<file path="src/rtl/ibex_register_file_init_ctrl_if.sv">
// ibex_register_file_init_ctrl_if: core writeback and register-file port bundle
// core_*  : write request from the writeback stage
// rf_w*   : register file write port
// rf_r*   : register file read port A (asynchronous read)
// master  : core/register-file side; slave : init controller side
interface ibex_register_file_init_ctrl_if #(
  parameter int DataWidth = 32
);
  logic [4:0]           core_waddr;
  logic [DataWidth-1:0] core_wdata;
  logic                 core_we;
  logic [4:0]           rf_waddr;
  logic [DataWidth-1:0] rf_wdata;
  logic                 rf_we;
  logic [4:0]           rf_raddr;
  logic [DataWidth-1:0] rf_rdata;
  modport master (
    output core_waddr, core_wdata, core_we, rf_rdata,
    input  rf_waddr, rf_wdata, rf_we, rf_raddr
  );
  modport slave (
    input  core_waddr, core_wdata, core_we, rf_rdata,
    output rf_waddr, rf_wdata, rf_we, rf_raddr
  );
endinterface

</file>
<file path="src/rtl/ibex_register_file_init_ctrl.sv">
// ibex_register_file_init_ctrl: clears a reset-less register file, optionally verifies it, then passes core writes through
// clk_i/rst_i : clock, synchronous active-high reset
// start_i     : re-initialisation request, taken only in DONE or ERROR
// bus         : core write request in, register file write/read ports out
// busy_o      : sweep in progress (core writes refused)
// done_o      : file initialised, pass-through active
// err_o       : read-back mismatch, held until start_i
// drop_o      : a core write was discarded this cycle
module ibex_register_file_init_ctrl #(
  parameter bit                   RV32E       = 1'b0,
  parameter int                   DataWidth   = 32,
  parameter logic [DataWidth-1:0] WordZeroVal = '0,
  parameter bit                   VerifyEn    = 1'b1
) (
  input  logic clk_i,
  input  logic rst_i,
  input  logic start_i,
  ibex_register_file_init_ctrl_if.slave bus,
  output logic busy_o,
  output logic done_o,
  output logic err_o,
  output logic drop_o
);
  typedef enum logic [1:0] {WRITE, VERIFY, DONE, ERROR} state_e;
  localparam logic [4:0] Last = RV32E ? 5'd15 : 5'd31;
  state_e     state_q, state_d;
  logic [4:0] cnt_q, cnt_d;
  always_ff @(posedge clk_i) begin
    if (rst_i) begin
      state_q <= WRITE;
      cnt_q   <= 5'd1;
    end else begin
      state_q <= state_d;
      cnt_q   <= cnt_d;
    end
  end
  always_comb begin
    state_d = state_q;
    cnt_d   = cnt_q;
    case (state_q)
      WRITE: begin
        cnt_d = cnt_q + 5'd1;
        if (cnt_q == Last) begin
          state_d = VerifyEn ? VERIFY : DONE;
          cnt_d   = 5'd1;
        end
      end
      VERIFY: begin
        if (bus.rf_rdata != WordZeroVal) begin
          state_d = ERROR;
        end else begin
          cnt_d = cnt_q + 5'd1;
          if (cnt_q == Last) begin
            state_d = DONE;
            cnt_d   = 5'd1;
          end
        end
      end
      default: begin
        if (start_i) begin
          state_d = WRITE;
          cnt_d   = 5'd1;
        end
      end
    endcase
  end
  // outputs are gated by rst_i so reset cycles look idle even before the first edge
  assign bus.rf_we    = ~rst_i & ((state_q == WRITE) | ((state_q == DONE) & bus.core_we));
  assign bus.rf_waddr = (state_q == DONE) ? bus.core_waddr : cnt_q;
  assign bus.rf_wdata = (state_q == DONE) ? bus.core_wdata : WordZeroVal;
  assign bus.rf_raddr = (state_q == VERIFY) ? cnt_q : 5'd0;
  assign busy_o = rst_i | (state_q != DONE);
  assign done_o = ~rst_i & (state_q == DONE);
  assign err_o  = ~rst_i & (state_q == ERROR);
  assign drop_o = ~rst_i & bus.core_we & (state_q != DONE);
endmodule

</file>
<file path="src/flat_wrapper.sv">
// flat-port wrapper written by rule: the top's interface ports become plain ports
module ibex_register_file_init_ctrl_flat 
#(
  parameter bit                   RV32E       = 1'b0,
  parameter int                   DataWidth   = 32,
  parameter logic [DataWidth-1:0] WordZeroVal = '0,
  parameter bit                   VerifyEn    = 1'b1
)
  (clk_i, rst_i, start_i, busy_o, done_o, err_o, drop_o, bus_core_waddr, bus_core_wdata, bus_core_we, bus_rf_rdata, bus_rf_waddr, bus_rf_wdata, bus_rf_we, bus_rf_raddr);
  ibex_register_file_init_ctrl_if #(.DataWidth(DataWidth)) bus_i ();
  input  logic clk_i;
  input  logic rst_i;
  input  logic start_i;
  output logic busy_o;
  output logic done_o;
  output logic err_o;
  output logic drop_o;
  input wire logic [$bits(bus_i.core_waddr)-1:0] bus_core_waddr;
  input wire logic [$bits(bus_i.core_wdata)-1:0] bus_core_wdata;
  input wire logic [$bits(bus_i.core_we)-1:0] bus_core_we;
  input wire logic [$bits(bus_i.rf_rdata)-1:0] bus_rf_rdata;
  output wire logic [$bits(bus_i.rf_waddr)-1:0] bus_rf_waddr;
  output wire logic [$bits(bus_i.rf_wdata)-1:0] bus_rf_wdata;
  output wire logic [$bits(bus_i.rf_we)-1:0] bus_rf_we;
  output wire logic [$bits(bus_i.rf_raddr)-1:0] bus_rf_raddr;
  assign bus_i.core_waddr = bus_core_waddr;
  assign bus_i.core_wdata = bus_core_wdata;
  assign bus_i.core_we = bus_core_we;
  assign bus_i.rf_rdata = bus_rf_rdata;
  assign bus_rf_waddr = bus_i.rf_waddr;
  assign bus_rf_wdata = bus_i.rf_wdata;
  assign bus_rf_we = bus_i.rf_we;
  assign bus_rf_raddr = bus_i.rf_raddr;
  ibex_register_file_init_ctrl #(.RV32E(RV32E), .DataWidth(DataWidth), .WordZeroVal(WordZeroVal), .VerifyEn(VerifyEn)) u_core (.clk_i(clk_i), .rst_i(rst_i), .start_i(start_i), .bus(bus_i), .busy_o(busy_o), .done_o(done_o), .err_o(err_o), .drop_o(drop_o));
endmodule
</file>
<file path="config.mk">
export PLATFORM = sky130hd
export DESIGN_NAME = ibex_register_file_init_ctrl_flat
export DESIGN_NICKNAME = d
export VERILOG_FILES = /design/src/rtl/ibex_register_file_init_ctrl_if.sv /design/src/rtl/ibex_register_file_init_ctrl.sv /design/src/flat_wrapper.sv
export SDC_FILE = /design/constraint.sdc
export NUM_CORES = 1
export LEC_CHECK = 0
export CAP_MARGIN = 20
export CELL_PAD_IN_SITES_DETAIL_PLACEMENT = 2
export CELL_PAD_IN_SITES_GLOBAL_PLACEMENT = 2
export CORE_MARGIN = 5
export CORE_UTILIZATION = 27
export CTS_CLUSTER_SIZE = 25
export DETAILED_ROUTE_END_ITERATION = 7
export DONT_BUFFER_PORTS = 1
export HOLD_SLACK_MARGIN = 0.02
export PLACE_DENSITY_LB_ADDON = 0.08
export SLEW_MARGIN = 20
export SYNTH_ARGS = -nofsm -noshare
export SYNTH_HDL_FRONTEND = slang
export SYNTH_SLANG_ARGS = --single-unit
</file>
<file path="constraint.sdc">
create_clock -name clk_i -period 3.07 [get_ports clk_i]
set_clock_uncertainty 0.1 [all_clocks]
set_input_delay 0.7675 -clock clk_i [delete_from_list [all_inputs] [get_ports clk_i]]
set_output_delay 0.7675 -clock clk_i [all_outputs]
set_load 0.01 [all_outputs]
</file>
# Word-level counts from Yosys, hierarchy flattened
# Cells that the tools add are included.
# W data, S select, Z words.
classes:
  n_addsub: 1
  eq_ne: 8
  n_mux: 12
  bitwise_logic: 9
  reduce_logical: 5
ops:
  columns: ["operator", "n"]
  rows:
  - ["$mux W32", 1]
  - ["$reduce_bool A32 Y1", 1]
  - ["$mux W5", 5]
  - ["$pmux W5 S2", 1]
  - ["$mux W2", 4]
  - ["$and A1 B1 Y1", 6]
  - ["$add A5 B1 Y5 const B", 1]
  - ["$eq A5 B5 Y1 const B", 1]
  - ["$eq A2 B2 Y1 const B", 2]
  - ["$ne A2 B2 Y1 const B", 2]
  - ["$pmux W2 S2", 1]
  - ["$ne A3 B1 Y1 const B", 1]
  - ["$reduce_and A3 Y1", 1]
  - ["$reduce_bool A3 Y1", 1]
  - ["$eq A2 B1 Y1 const B", 1]
  - ["$logic_not A2 Y1", 1]
  - ["$ne A2 B1 Y1 const B", 1]
  - ["$or A1 B1 Y1", 2]
  - ["$reduce_and A2 Y1", 1]
  - ["$not A1 Y1", 1]
word_totals:
  register_bits: 7
  output_inout_bits: 47
  word_cells: 37

# Logic depth before layout (Yosys ltp)
logic_depth:
  word_depth: 4
  mapped_depth: 7
  mapped_depth_nobuf: 7

# Worst setup path before layout
# No wires, ideal clock.
synth_path:
  path_type: "input to output"
  from: "input port rst_i"
  to: "output port done_o"
  arrival_time_ns: 1.397
  required_ns: 2.203
  path_slack_ns: 0.806
  stages: 3
  path_buffers: 1
  cell_sequence: "buf_2 or3_1 inv_1"
synth_between:
  elab_chain_cells: 2
synth_lines:
  columns: ["item", "line_no", "rtl"]
  rows:
  - ["from (decl)", "flat_wrapper.sv:12", "input logic rst_i;"]
  - ["$not A1 Y1", "ibex_register_file_init_ctrl.sv:73", "assign done_o = ~rst_i & (state_q == DONE);"]
  - ["$and A1 B1 Y1", "ibex_register_file_init_ctrl.sv:73", null]
  - ["to (decl)", "flat_wrapper.sv:15", "output logic done_o;"]
# Every way passes these cells.

# Final worst setup path
layout_path:
  from: "register u_core.state_q[1]"
  to: "output port bus_rf_wdata[16]"
layout_between:
  elab_chain_cells: 2
layout_lines:
  columns: ["item", "line_no", "rtl"]
  rows:
  - ["from (decl)", "ibex_register_file_init_ctrl.sv:26", "state_e state_q, state_d;"]
  - ["from (signal assigned)", "ibex_register_file_init_ctrl.sv:33", "state_q <= state_d;"]
  - ["$eq A2 B2 Y1", "ibex_register_file_init_ctrl.sv:70", "assign bus.rf_wdata = (state_q == DONE) ? bus.core_wdata : WordZeroVal;"]
  - ["$mux W32", "ibex_register_file_init_ctrl.sv:70", null]
  - ["to (decl)", "flat_wrapper.sv:23", "output wire logic [$bits(bus_i.rf_wdata)-1:0] bus_rf_wdata;"]
# Every way passes these cells.

==> flow_metrics.tcl <==
set metrics [dict create \
    cts-resized-gates 0 \
    place_inst 136 \
    required_time_reported_for_the_critical_path_endpoint_ns 2.20 \
    drt_wl_total_um 3110 \
    post_cts_buffers 0 \
    reg2reg_slack_ns 0.99 \
    ys_seq_elements 7 \
    async_s_r_ff_share_synth_pct 0 \
    via_count_of_the_first_global_routing_pass 959 \
    critical_path_peak_fanout 20 \
    nNetsFinal 185 \
    route.antenna.remaining_nets 0 \
    count_of_flip_flops_with_a_built_in_enable_after_synthesis 0 \
    average_size_of_a_mapped_cell_um2 7.44 \
    run_status "finished, final reports clean" \
    cts.reportedPaths.clkPinSlew_ns 0.06 \
    ys.flop_type "sky130_fd_sc_hd__dfxtp_1" \
    netlist-cell-type-count 32 \
    tcrit_tclk_final_pct 87.6 \
    layout.cells.most_common_list "37 x sky130_fd_sc_hd__and2_1, 7 x sky130_fd_sc_hd__dfxtp_1, 6 x sky130_fd_sc_hd__nand2_1" \
    finalNonFillerCells 140 \
    grt_first_pass_wirelength_um 4530 \
    floorplan.die_area_um2 4200 \
    final_common_cell "sky130_fd_sc_hd__and2_1" \
    route.detailed.wl_per_inst_um 22.2 \
    timing.critical_path.slowest_cell_delay_ns 0.48 \
    tritoncts.num_buffers 3 \
    tritoncts "built" \
    cts_root_buf "sky130_fd_sc_hd__clkbuf_4" \
    critical_path_arrival_ns 1.82 \
    post_cts_hold_buffer_count 0 \
    cap_viol_max_count 0 \
    timing.setup.tns_ns 0 \
    slew_headroom_pct 61.2 \
    final.min_clock_period_ns 2.69 \
    synthesis.instances 109 \
    slew_violations 0 \
    peakVddDrop_mv 0.0637 \
    placeableCoreArea_um2 2830 \
    die-height_um 64.8 \
    detailed_place.area_um2 838 \
    detailroute.via_count 841 \
    timing.setup.critical_path_class "register to output pin" \
    antennaDiodeCount 0 \
    syn_area_um2 811 \
    power_density_nw_per_um2 252 \
    insertion_delay_ns 0.26 \
    fp-row-count 19 \
    h-tree-depth 1 \
    grt_antenna_before_repair 0 \
    crit_chain "inv_1 -> nor2_2 -> buf_4 -> and2_1" \
    total_global_routing_track_utilization_pct 13.6 \
    drt_pre_antenna_iters 4 \
    drc 0 \
    grt_setup_unrepaired "false" \
    overflow 0 \
    ys_warn_count 0 \
    place_congestion 0.732 \
    seq_area_frac_synth_pct 17.3 \
    post-route-worst-setup-slack_ns 0.381 \
    maximum_number_of_pins_on_one_net_before_global_route_repair 21 \
    fill_cells 336 \
    power.static_leakage_nw 0.336 \
    die-width_um 64.8 \
    area_growth_pct 6.64 \
    initial_core_util_pct 28.7 \
    portBuffers 0 \
    layout-drive-gt1-share_pct 15.6 \
    hold_ws_ns 0.417 \
    count_of_pins_on_the_block_boundary 120 \
    drt-vias-per-instance 6.01 \
    pre_cts_slack_ns 0.618 \
    setup_viol_count_final 0 \
    stdcell_area_um2 865 \
    crit_path_end_kind "output pin" \
    holdCritPathClass "register to register" \
    clockBufferDepth 2 \
    hpwl_dp_um 2630 \
    postSynthNetCount 184 \
    hold_viol 0 \
    slowest_stage "sky130_fd_sc_hd__nor2_2" \
    max_freq_ghz 0.372 \
    first_iter_violations 9 \
    clock_sink_count 7 \
    startpoint_type "register" \
    worst_pin_slew_ns 0.582 \
]
[through the flow]
stage                     util (%)  total power [mW]
final                         30.6             0.218
after global routing          30.6             0.235
after CTS                     30.6             0.223
after detailed placement      29.6             0.133
after global placement        29.6             0.132
after floorplan                  -             0.127
[synth_stat cells (all sizes together), types with 2 or more instances]
cell / count / area (um2)
and2: 37 / 231
nor4: 8 / 75.1
dfxtp: 7 / 140
nand2: 6 / 22.5
mux2: 5 / 56.3
nor2: 4 / 15.0
o21ai: 4 / 20.0
a21oi: 3 / 15.0
clkbuf: 3 / 11.3
inv: 3 / 11.3
nand3: 3 / 15.0
a211oi: 2 / 15.0
a31oi: 2 / 12.5
buf: 2 / 10.0
ha: 2 / 25.0
nand4: 2 / 12.5
nor3: 2 / 10.0
or3: 2 / 12.5
[where the power goes]
group          switching (mW)  total [mW]  internal [mW]  leakage, nW
registers             0.00747       0.103         0.0958       0.0572
clock network          0.0365      0.0863         0.0498       0.0150
logic                  0.0133      0.0281         0.0149        0.264
[flip-flops by register name (all words and copies together) (netlist names)]
name            flops
u_core.cnt_q        5
u_core.state_q      2
[cells by family after synthesis]
| group | count (synthesis) | synth area share [%] |
|---|---|---|
| simple gates | 71 | 55.4 |
| compound gates | 15 | 12.0 |
| mux | 6 | 8.18 |
| fa+ha+maj | 2 | 3.09 |
| flops | 7 | 17.3 |
| buf+inv | 8 | 4.01 |
[cell type report]
| class | count | area (um2) | area share, % |
|---|---|---|---|
| flip-flops and latches | 7 | 140 | 16.2 |
| repair buffers | 1 | 7.51 | 0.868 |
| clock buffers | 4 | 26.3 | 3.04 |
| inverters | 3 | 11.3 | 1.30 |
| multi-input cells | 94 | 641 | 74.1 |
| well taps | 31 | 38.8 | 4.49 |
[routing by layer]
layer | GRT usage [%] | vias up | share of wire, %
met3 | 4.49 | 4 | 12
met2 | 23.2 | 80 | 49
li1 | - | 380 | -
met1 | 14.7 | 377 | 38
met5 | 0 | - | 0
met4 | 7.65 | 0 | 1.5
[path summary, 6_finish.rpt]
path / from / end / cells after the start
max: u_core.state_q[1] / bus_rf_wdata[16] / 4
max reg2reg: u_core.cnt_q[0] / u_core.cnt_q[3] / 7
min reg2reg: u_core.cnt_q[4] / u_core.cnt_q[4] / 2
min: u_core.cnt_q[4] / u_core.cnt_q[4] / 2
[worst max-delay path, delay by kind of cell, from the launching register on]
family	cells	cell delay, ns
buf+inv	2	0.46
flops	1	0.41
simple gates	2	0.69
No activity file was read; power rests on OpenSTA's default activity.
